===== config.mk =====
export PLATFORM = sky130hd
export DESIGN_NAME = shifter_pipe
export DESIGN_NICKNAME = d
export VERILOG_FILES = /design/src/rtl/shifter_pkg.sv /design/src/rtl/shifter_stage.sv /design/src/rtl/shifter_pipe.sv
export SDC_FILE = /design/constraint.sdc
export NUM_CORES = 1
export LEC_CHECK = 0
export CORE_MARGIN = 1
export CORE_UTILIZATION = 28
export DETAILED_ROUTE_END_ITERATION = 8
export GPL_TIMING_DRIVEN = 0
export PLACE_DENSITY = 0.46
export SLEW_MARGIN = 25
export SYNTH_ARGS = -nofsm -noshare
export SYNTH_HDL_FRONTEND = slang
export SYNTH_SLANG_ARGS = --single-unit

===== constraint.sdc =====
create_clock -name clk -period 2 [get_ports clk]
set_clock_uncertainty 0.1 [all_clocks]
set_input_delay 0.5 -clock clk [delete_from_list [all_inputs] [get_ports clk]]
set_output_delay 0.5 -clock clk [all_outputs]
set_load 0.005 [all_outputs]

===== src/rtl/shifter_pkg.sv =====
// Shared definitions for the pipelined shifter: op encoding, op field
// positions and the per-stage mux selection.
package shifter_pkg;

   localparam logic [2:0] OP_SLL = 3'b000;
   localparam logic [2:0] OP_SRL = 3'b010;
   localparam logic [2:0] OP_SRA = 3'b011;
   localparam logic [2:0] OP_ROL = 3'b100;
   localparam logic [2:0] OP_ROR = 3'b110;

   localparam int OP_ROT_BIT   = 2;
   localparam int OP_RIGHT_BIT = 1;
   localparam int OP_ARITH_BIT = 0;

   typedef enum logic [1:0] {
      MODE_PASS  = 2'd0,
      MODE_LEFT  = 2'd1,
      MODE_RIGHT = 2'd2,
      MODE_ROT   = 2'd3
   } shift_mode_e;

   // Rotate takes priority over direction; direction of a rotate is
   // resolved inside the stage from the right bit.
   function automatic shift_mode_e stage_mode(input logic shift_en, input logic [2:0] op);
      if (!shift_en)           return MODE_PASS;
      if (op[OP_ROT_BIT])      return MODE_ROT;
      if (op[OP_RIGHT_BIT])    return MODE_RIGHT;
      return MODE_LEFT;
   endfunction

endpackage


===== src/rtl/shifter_stage.sv =====
// One log2 stage of the shifter: conditional shift/rotate by DIST followed
// by a pipeline register with valid/advance handshake.
module shifter_stage
   import shifter_pkg::*;
#(
   parameter int WIDTH   = 32,
   parameter int SHAMT_W = 5,
   parameter int TAG_W   = 4,
   parameter int DIST    = 1
) (
   input  logic               clk,
   input  logic               rst,
   input  logic               i_valid,
   output logic               o_adv,
   input  logic [WIDTH-1:0]   i_data,
   input  logic [SHAMT_W-1:0] i_shamt,
   input  logic [2:0]         i_op,
   input  logic [TAG_W-1:0]   i_tag,
   input  logic               i_next_adv,
   output logic               o_valid,
   output logic [WIDTH-1:0]   o_data,
   output logic [SHAMT_W-1:0] o_shamt,
   output logic [2:0]         o_op,
   output logic [TAG_W-1:0]   o_tag
);

   localparam int BIT = $clog2(DIST);

   shift_mode_e        w_mode;
   logic               w_fill;
   logic [WIDTH-1:0]   w_data;

   logic               r_valid;
   logic [WIDTH-1:0]   r_data;
   logic [SHAMT_W-1:0] r_shamt;
   logic [2:0]         r_op;
   logic [TAG_W-1:0]   r_tag;

   assign w_mode = stage_mode(i_shamt[BIT], i_op);
   // Sign comes from this stage's own input MSB, so chained stages compose
   // into an exact arithmetic shift.
   assign w_fill = i_op[OP_ARITH_BIT] & i_data[WIDTH-1];

   always_comb begin
      w_data = i_data;
      case (w_mode)
         MODE_LEFT:  w_data = i_data << DIST;
         MODE_RIGHT: w_data = (i_data >> DIST) | ({WIDTH{w_fill}} & ~({WIDTH{1'b1}} >> DIST));
         MODE_ROT:   w_data = i_op[OP_RIGHT_BIT]
                            ? {i_data[DIST-1:0], i_data[WIDTH-1:DIST]}
                            : {i_data[WIDTH-DIST-1:0], i_data[WIDTH-1:WIDTH-DIST]};
         default:    w_data = i_data;
      endcase
   end

   // An empty stage always accepts, which lets bubbles collapse under a stall.
   assign o_adv = !r_valid || i_next_adv;

   always_ff @(posedge clk) begin
      if (rst) begin
         r_valid <= 1'b0;
         r_data  <= '0;
         r_shamt <= '0;
         r_op    <= '0;
         r_tag   <= '0;
      end else if (o_adv) begin
         r_valid <= i_valid;
         if (i_valid) begin
            r_data  <= w_data;
            r_shamt <= i_shamt;
            r_op    <= i_op;
            r_tag   <= i_tag;
         end
      end
   end

   assign o_valid = r_valid;
   assign o_data  = r_data;
   assign o_shamt = r_shamt;
   assign o_op    = r_op;
   assign o_tag   = r_tag;

endmodule


===== src/rtl/shifter_pipe.sv =====
// Pipelined shift/rotate unit: one registered stage per shift-amount bit,
// MSB first, with valid/ready on both sides and full backpressure.
module shifter_pipe
   import shifter_pkg::*;
#(
   parameter  int WIDTH   = 32,
   parameter  int TAG_W   = 4,
   localparam int SHAMT_W = $clog2(WIDTH)
) (
   input  logic               clk,
   input  logic               rst,
   input  logic               in_valid,
   output logic               in_ready,
   input  logic [WIDTH-1:0]   in_a,
   input  logic [SHAMT_W-1:0] in_b,
   input  logic [2:0]         in_op,
   input  logic [TAG_W-1:0]   in_tag,
   output logic               out_valid,
   input  logic               out_ready,
   output logic [WIDTH-1:0]   out_z,
   output logic [TAG_W-1:0]   out_tag
);

   // Index k is the input of stage k; index SHAMT_W is the output side.
   logic               w_valid [0:SHAMT_W];
   logic               w_adv   [0:SHAMT_W];
   logic [WIDTH-1:0]   w_data  [0:SHAMT_W];
   logic [SHAMT_W-1:0] w_shamt [0:SHAMT_W];
   logic [2:0]         w_op    [0:SHAMT_W];
   logic [TAG_W-1:0]   w_tag   [0:SHAMT_W];
   logic               w_unused_tail;

   assign w_valid[0]       = in_valid;
   assign w_data[0]        = in_a;
   assign w_shamt[0]       = in_b;
   assign w_op[0]          = in_op;
   assign w_tag[0]         = in_tag;
   assign w_adv[SHAMT_W]   = out_ready;

   genvar gi;
   generate
      for (gi = 0; gi < SHAMT_W; gi++) begin : g_stage
         shifter_stage #(
            .WIDTH   (WIDTH),
            .SHAMT_W (SHAMT_W),
            .TAG_W   (TAG_W),
            .DIST    (1 << (SHAMT_W - 1 - gi))
         ) u_stage (
            .clk        (clk),
            .rst        (rst),
            .i_valid    (w_valid[gi]),
            .o_adv      (w_adv[gi]),
            .i_data     (w_data[gi]),
            .i_shamt    (w_shamt[gi]),
            .i_op       (w_op[gi]),
            .i_tag      (w_tag[gi]),
            .i_next_adv (w_adv[gi+1]),
            .o_valid    (w_valid[gi+1]),
            .o_data     (w_data[gi+1]),
            .o_shamt    (w_shamt[gi+1]),
            .o_op       (w_op[gi+1]),
            .o_tag      (w_tag[gi+1])
         );
      end
   endgenerate

   // Requests seen while rst is high are flushed by the reset itself.
   assign in_ready  = rst || w_adv[0];
   assign out_valid = w_valid[SHAMT_W];
   assign out_z     = w_data[SHAMT_W];
   assign out_tag   = w_tag[SHAMT_W];

   // The last stage's amount/op sideband has no consumer.
   assign w_unused_tail = ^{w_shamt[SHAMT_W], w_op[SHAMT_W]};

endmodule

==> results of run 1 <==
how the worst min path moves through the flow:
stage          depth (start not counted)                                    endpoint                                  startpoint  slack, ns
3_5_place_dp                           2  g_stage[4].u_stage.o_data[20]$_SDFFE_PP0P_  g_stage[4].u_stage.o_data[20]$_SDFFE_PP0P_       0.35
6_report                               2  g_stage[4].u_stage.o_data[20]$_SDFFE_PP0P_  g_stage[4].u_stage.o_data[20]$_SDFFE_PP0P_       0.35
5_1_grt                                2    g_stage[4].u_stage.o_tag[1]$_SDFFE_PP0P_    g_stage[4].u_stage.o_tag[1]$_SDFFE_PP0P_       0.36
4_1_cts                                3     g_stage[3].u_stage.o_valid$_SDFFE_PP0P_                                   out_ready       0.35
2_1_floorplan                          2  g_stage[1].u_stage.o_shamt[0]$_SDFFE_PP0P_  g_stage[0].u_stage.o_shamt[0]$_SDFFE_PP0P_       0.33
3_3_place_gp                           2  g_stage[4].u_stage.o_data[18]$_SDFFE_PP0P_  g_stage[4].u_stage.o_data[18]$_SDFFE_PP0P_       0.34
worst register-to-register path, cell delays in order, from the launching register on:
cell and delay (ns):
dfxtp_1 0.33, clkbuf_1 0.39, clkbuf_1 0.43, o2111ai_1 0.19, o211ai_1 0.19, a21oi_1 0.11
logic make-up after synthesis:
family | after synthesis
AO/OA/AOI/OAI | 384
AND/OR/NAND/NOR | 424
flip-flops | 207
buffers and inverters | 130
multiplexers | 98
area by class of cell:
class | count | area share
multi-input cells | 906 | 0.4238
repair buffers | 90 | 0.07548
inverters | 13 | 0.003935
clock buffers | 35 | 0.05843
flip-flops and latches | 207 | 0.3356
plain buffers | 117 | 0.04067
well taps | 455 | 0.04591
clock inverters | 11 | 0.01615
flip-flops by register name (all words and copies together), names as in the netlist:
| register | count |
|---|---|
| g_stage.u_stage.o_data | 160 |
| g_stage.u_stage.o_valid | 5 |
| g_stage.u_stage.o_tag | 20 |
| g_stage.u_stage.o_shamt | 10 |
| g_stage.u_stage.o_op | 12 |
layout by cell type, fill, tap and decap left out, types with 2 or more instances in the layout:
cell             netlist  layout
nand3b_1               3       3
buf_4                  0       6
nor2_2                 1       3
mux2i_1               98      98
nand3_1                8       8
clkinv_2               0       3
inv_1                 12      12
a22oi_1               24      24
a221oi_1              21      21
buf_2                 37      36
nor2_1                43      41
and2_1                 2       2
dfxtp_4                0       4
nor2b_1                5       5
o2111ai_1              8       8
dlymetal6s2s_1         0      26
bufinv_16              0       5
clkbuf_2               0       5
o21ai_0                3       3
clkdlybuf4s50_1        0      49
a21oi_1              175     175
clkbuf_8               0       4
dfxtp_1              207     201
buf_1                  4       4
a211o_1                8       8
o221ai_1               4       4
o211ai_1             120     120
clkbuf_1              75      75
dfxtp_2                0       2
a31oi_1                4       4
dlygate4sd2_1          0       8
a221oi_2               3       3
a211oi_2               7       7
clkbuf_4               0       2
nand4b_1               2       2
nor3_1                22      22
nand2_1              334     333
clkbuf_16              0      26
metrics by stage:
stage / hold WS, ns / area (um2) / TNS, ns / util
floorplan: 0.3321 / 9926 / 0 / -
global placement: 0.3439 / 11340 / -79.95 / 0.3266
detailed placement: 0.3468 / 11340 / -79.89 / 0.3266
CTS: 0.3532 / 12310 / -0.08269 / 0.3546
global route: 0.3641 / 12400 / -0.09933 / 0.3572
finish: 0.3484 / 12400 / -0.05871 / 0.3572
power by group through the flow:
stage	logic (mW)	registers [mW]	clock network, mW
floorplan	0.466	4.39	0
finish	0.760	4.36	5.00
global route	0.846	4.37	5.28
detailed placement	0.756	4.45	0
global placement	0.755	4.45	0
CTS	0.765	4.36	5.12
what timing repair did:
item,in CTS,in global routing
pin swaps,2,1
endpoints found under the setup margin,12,103
setup buffers,5,1
gates resized for setup,24,38
routing by layer:
metal	GRT usage	vias to the layer above	wire [um]
li1	-	4656	-
met2	0.3190	184	15620
met1	0.2242	4211	14750
met5	0	-	0
met3	0.02521	59	1076
met4	0.05754	0	1020
==> flow_metrics.py, run 1 <==
metrics = {
    "run_status": {
        "status": "finished, violations left",
        "violations": "negative setup slack",
    },
    "setup_path": {
        "path_class": "reg2out",
        "crit_family": "simple AND/OR/NAND/NOR gates",
        "rr_endpoint": "g_stage[1].u_stage.o_data[30]$_SDFFE_PP0P_",
        "crit_chain": "nand4b_4 -> or3_1 -> buf_2",
        "cp.depth": 3,
        "setup.worst_path.start": "g_stage[2].u_stage.o_valid$_SDFFE_PP0P_",
        "worstSetupEndpoint": "in_ready",
        "rr_startpoint": "g_stage[0].u_stage.o_shamt[3]$_SDFFE_PP0P_",
        "path_max_fanout": 2,
        "critical_path_buf_inv_count": 1,
        "crit_required_ns": 1.40,
        "max_stage_delay_ns": 0.35,
        "end_kind": "output port",
        "cp-start-kind": "flip-flop",
        "reg2reg_setup_slack_ns": 0.13,
        "arrival_ns": 1.46,
        "r2r_cells": 5,
        "critical-path-slowest-cell": "dfxtp_4",
    },
    "grt": {
        "grt_pass1_wl_mm": 51.33,
        "antenna_found_initial": 0,
        "grt_max_degree": 14,
        "grt_overflow": 0,
        "grtUsageTotal": 0.1805,
        "grt_pass1_vias": 9111,
    },
    "logic_synthesis": {
        "synth_top_area_share": 0.4175,
        "synth.distinct_cells": 39,
        "synth_warnings": 0,
        "synthTopCellsByCount": "334 x nand2_1, 207 x dfxtp_1, 175 x a21oi_1",
        "synthFlopType": "dfxtp_1",
        "synth.yosys.seq_area_share": 0.4175,
        "synth_xor_area_frac": 0,
        "synth_edf_count": 0,
        "synth-seq-cells": 207,
        "yosysTopAreaCell": "dfxtp_1",
        "synth-simple-area-share": 0.1714,
        "syn_inst": 1243,
        "netlist_area_um2": 9926,
        "synth_top_family_by_area": "compound AO/OA/AOI/OAI gates",
        "muxShareOfSynthArea": 0.09883,
        "synthAdderAreaFrac": 0,
        "yosysMostFrequentCell": "nand2_1",
        "ys_top_cells_by_area": "dfxtp_1 42%, nand2_1 13%, mux2i_1 9.9%, o211ai_1 9.1%, a21oi_1 8.8%",
        "synth-compound-area-share": 0.2577,
        "syn_nets": 1291,
        "synth-async-reset-ratio": 0,
        "synth.avg_cell_area_um2": 7.985,
    },
    "detailed_routing": {
        "wl_per_cell_um": 17.70,
        "via_per_inst": 4.967,
        "wl_mm": 32.46,
        "drtIter0Drc": 608,
        "vias": 9110,
        "drc_errors": 0,
        "drtPass1Iterations": 7,
        "postRouteAntennaNets": 0,
    },
    "pwr": {
        "swShare": 0.2394,
        "internal_power_mw": 7.700,
        "p_sw_mw": 2.423,
        "p_comb_frac": 0.075,
        "power.density_nw_per_um2": 816.4,
        "p_seq_frac": 0.431,
        "vdd_drop_max_v": 0.0005573,
        "cellLeakagePower_nw": 4.164,
        "pwr-share-clk": 0.494,
        "total_power_mw": 10.12,
    },
    "clock_tree": {
        "clkLatencyLatePin_ns": 0.54,
        "clockBufferDepth": 3,
        "numCtsBuffers": 26,
        "tritoncts": "built",
        "cts.clk_slew.worst_paths_ns": 0.06,
        "root_buffer": "clkbuf_16",
        "clock-sinks": 207,
        "cts_hold_buffers": 0,
        "cts.htree.levels": 1,
    },
    "timing": {
        "rsz0062_at_grt": "true",
        "relSlewSlack": 0.4326,
        "drv_slew": 0,
        "final-hold-violation-count": 0,
        "fin_crit_ns": 2.059,
        "worst_pin_slew_ns": 0.8511,
        "setup_viol": 1,
        "fin_crit_sh": 1.029,
        "setup_ws_ns": -0.05871,
        "max_freq_mhz": 485.7,
    },
    "cells_and_area": {
        "fillers": 3819,
        "drive_gt1_frac": 0.08339,
        "multiInputGateArea_um2": 5255,
        "finalNetCount": 1409,
        "seq_area_um2": 4161,
        "diodes": 0,
        "fin_cells": 1834,
        "area_growth_pct": 24.92,
    },
    "floorplanning": {
        "rows": 68,
        "io-pin-count": 86,
        "core_area_um2": 34710,
        "initial_utilization": 0.2859,
        "die_area_um2": 36210,
        "die_w_um": 190.3,
        "die_h_um": 190.3,
    },
    "place": {
        "io_buffers": 84,
        "pre_cts_slack_ns": -0.6378,
        "dp_hpwl_mm": 25.35,
        "placedCellCount": 1782,
        "place.gp.congestion": 0.8806,
    },
    "hold_path": {
        "hold_path.class": "reg2reg",
    },
    "run": {
        "maxCapViolations": 0,
    },
}
(Power assumes the default switching activity.)
==> run 2, diff against run 1 <==
- MAX_ROUTING_LAYER: default -> met4
- PLACE_DENSITY: 0.46 -> 0.45
- SYNTH_HIERARCHICAL: default -> 1
==> run 2 against run 1 <==
Effect of this change: the flow still finishes with violations (negative setup slack); synthesized cell count is 3.5% higher; sequential share of layout area is 2.7 points lower; combinational power is 13% higher; via count is 5.6% higher; setup slack worse by 0.56 ns; critical path type unchanged.
==> flow_metrics.py, run 2 <==
metrics = {
    "run_status": {
        "status": "finished, violations left",
        "violations": "negative setup slack",
    },
    "detailed_routing": {
        "wl_per_cell_um": 17.24,
        "postRouteAntennaNets": 0,
        "drtIter0Drc": 361,
        "drtPass1Iterations": 4,
        "via_per_inst": 4.953,
        "drc_errors": 0,
        "vias": 9624,
        "wl_mm": 33.49,
    },
    "run": {
        "maxCapViolations": 0,
    },
    "floorplanning": {
        "core_area_um2": 37580,
        "die_w_um": 197.4,
        "io-pin-count": 86,
        "initial_utilization": 0.2844,
        "die_h_um": 197.4,
        "rows": 71,
        "die_area_um2": 38950,
    },
    "cells_and_area": {
        "multiInputGateArea_um2": 5867,
        "fin_cells": 1943,
        "area_growth_pct": 25.87,
        "finalNetCount": 1464,
        "fillers": 3977,
        "diodes": 0,
        "largest_reg_flops": 160,
        "final_cell_mix": "317 x nand2_1, 205 x dfxtp_1, 195 x a21oi_1",
        "fin_area_um2": 13450,
        "drive_gt1_frac": 0.1613,
        "seq_area_um2": 4146,
        "final_common_cell": "nand2_1",
    },
    "grt": {
        "grt_max_degree": 13,
        "grt_overflow": 0,
        "antenna_found_initial": 0,
        "grtUsageTotal": 0.1750,
        "grt_pass1_wl_mm": 53.01,
        "grt_pass1_vias": 9502,
    },
    "pwr": {
        "p_seq_frac": 0.457,
        "vdd_drop_max_v": 0.0004992,
        "power.density_nw_per_um2": 713.2,
        "internal_power_mw": 7.204,
        "pwr-share-clk": 0.454,
        "swShare": 0.2492,
        "total_power_mw": 9.595,
        "p_sw_mw": 2.391,
        "p_comb_frac": 0.089,
        "cellLeakagePower_nw": 4.353,
    },
    "clock_tree": {
        "clock-sinks": 207,
        "tritoncts": "built",
        "numCtsBuffers": 25,
        "clockBufferDepth": 3,
        "root_buffer": "clkbuf_16",
        "clkLatencyLatePin_ns": 0.52,
        "cts.htree.levels": 1,
        "cts.clk_slew.worst_paths_ns": 0.06,
    },
    "place": {
        "io_buffers": 84,
        "dp_hpwl_mm": 25.72,
        "placedCellCount": 1882,
        "place.gp.congestion": 0.8655,
        "pre_cts_slack_ns": -1.308,
        "placed_cell_area_um2": 12180,
    },
    "logic_synthesis": {
        "syn_inst": 1287,
        "netlist_area_um2": 10690,
        "synth_warnings": 6,
        "synth.avg_cell_area_um2": 8.304,
        "syn_nets": 1335,
    },
    "timing": {
        "setup_viol": 24,
        "max_freq_mhz": 381.9,
        "hold_ws_ns": 0.2530,
        "rsz0062_at_grt": "true",
        "setup_ws_ns": -0.6185,
        "fin_crit_ns": 2.619,
        "relSlewSlack": 0.3553,
        "drv_slew": 0,
        "worst_pin_slew_ns": 0.9671,
        "fin_crit_sh": 1.309,
        "final-hold-violation-count": 0,
    },
    "setup_path": {
        "crit_chain": "nand2b_4 -> nand2b_4 -> nand2b_4 -> nand2b_4 -> nor2b_4 -> inv_4 -> buf_6 -> or2_1 -> buf_2",
        "reg2reg_setup_slack_ns": -0.07,
        "crit_required_ns": 1.40,
        "end_kind": "output port",
        "cpMostUsedCell": "nand2b_4",
        "arrival_ns": 2.02,
        "max_stage_delay_ns": 0.34,
        "crit_family": "simple AND/OR/NAND/NOR gates",
        "path_max_fanout": 4,
        "critical_path_buf_inv_count": 3,
        "cp-start-kind": "flip-flop",
        "critical-path-slowest-cell": "dfxtp_2",
        "path_class": "reg2out",
    },
    "hold_path": {
        "hold_path.class": "in2reg",
    },
}
run 2: worst reg2reg max path: stages, from the launching register on:
cell	delay, ns
dfxtp_2	0.34
nand2b_4	0.06
nand2b_4	0.15
nand2b_4	0.16
nand2b_4	0.17
nor2b_4	0.16
inv_4	0.04
buf_4	0.14
buf_12	0.14
o211a_4	0.19
buf_12	0.16
a211oi_2	0.20
run 2: final timing paths:
kind,startpoint,end,cells after the start
min reg2reg,g_stage[4].u_stage/o_data[8]$_SDFFE_PP0P_,g_stage[4].u_stage/o_data[8]$_SDFFE_PP0P_,2
min,in_valid,g_stage[0].u_stage/o_data[20]$_SDFFE_PP0P_,3
max reg2reg,g_stage[4].u_stage/o_valid$_SDFFE_PP0N_,g_stage[0].u_stage/o_data[29]$_SDFFE_PP0P_,11
max,g_stage[4].u_stage/o_valid$_SDFFE_PP0N_,in_ready,9
run 2: timing repair:
action                     CTS  global route
buffers inserted             4            11
hold buffers                 0             0
setup endpoints to repair   40           117
pin swaps                    0            22
hold endpoints to repair     0             0
cloned                       0             4
resized for setup            8            87
run 2: layout make-up:
cell class | instances | area share
multi-input cells | 940 | 0.4361
clock inverters | 10 | 0.007813
inverters | 8 | 0.002418
plain buffers | 131 | 0.06631
well taps | 511 | 0.04753
repair buffers | 103 | 0.08138
flip-flops and latches | 207 | 0.3082
clock buffers | 33 | 0.05022
run 2: per-layer routing:
layer  GRT usage  up-vias  part of all wire
li1            -     4835                 -
met1      0.2149     4527              0.46
met2      0.2980      192              0.48
met3     0.02066       70             0.032
met4     0.05484        0             0.032
met5           -        -                 0
run 2: power groups by stage:
stage | clock network (mW) | registers [mW] | logic, mW
floorplan | 0 | 4.40 | 0.531
global placement | 0 | 4.46 | 0.806
detailed placement | 0 | 4.46 | 0.808
CTS | 4.49 | 4.37 | 0.811
global route | 4.67 | 4.39 | 0.938
finish | 4.35 | 4.38 | 0.859
run 2: stage by stage:
step,util,TNS [ns]
floorplan,-,-0.3179
global placement,0.3242,-92.43
detailed placement,0.3242,-94.53
CTS,0.3455,-0.6692
global route,0.3580,-6.422
finish,0.3580,-1.452
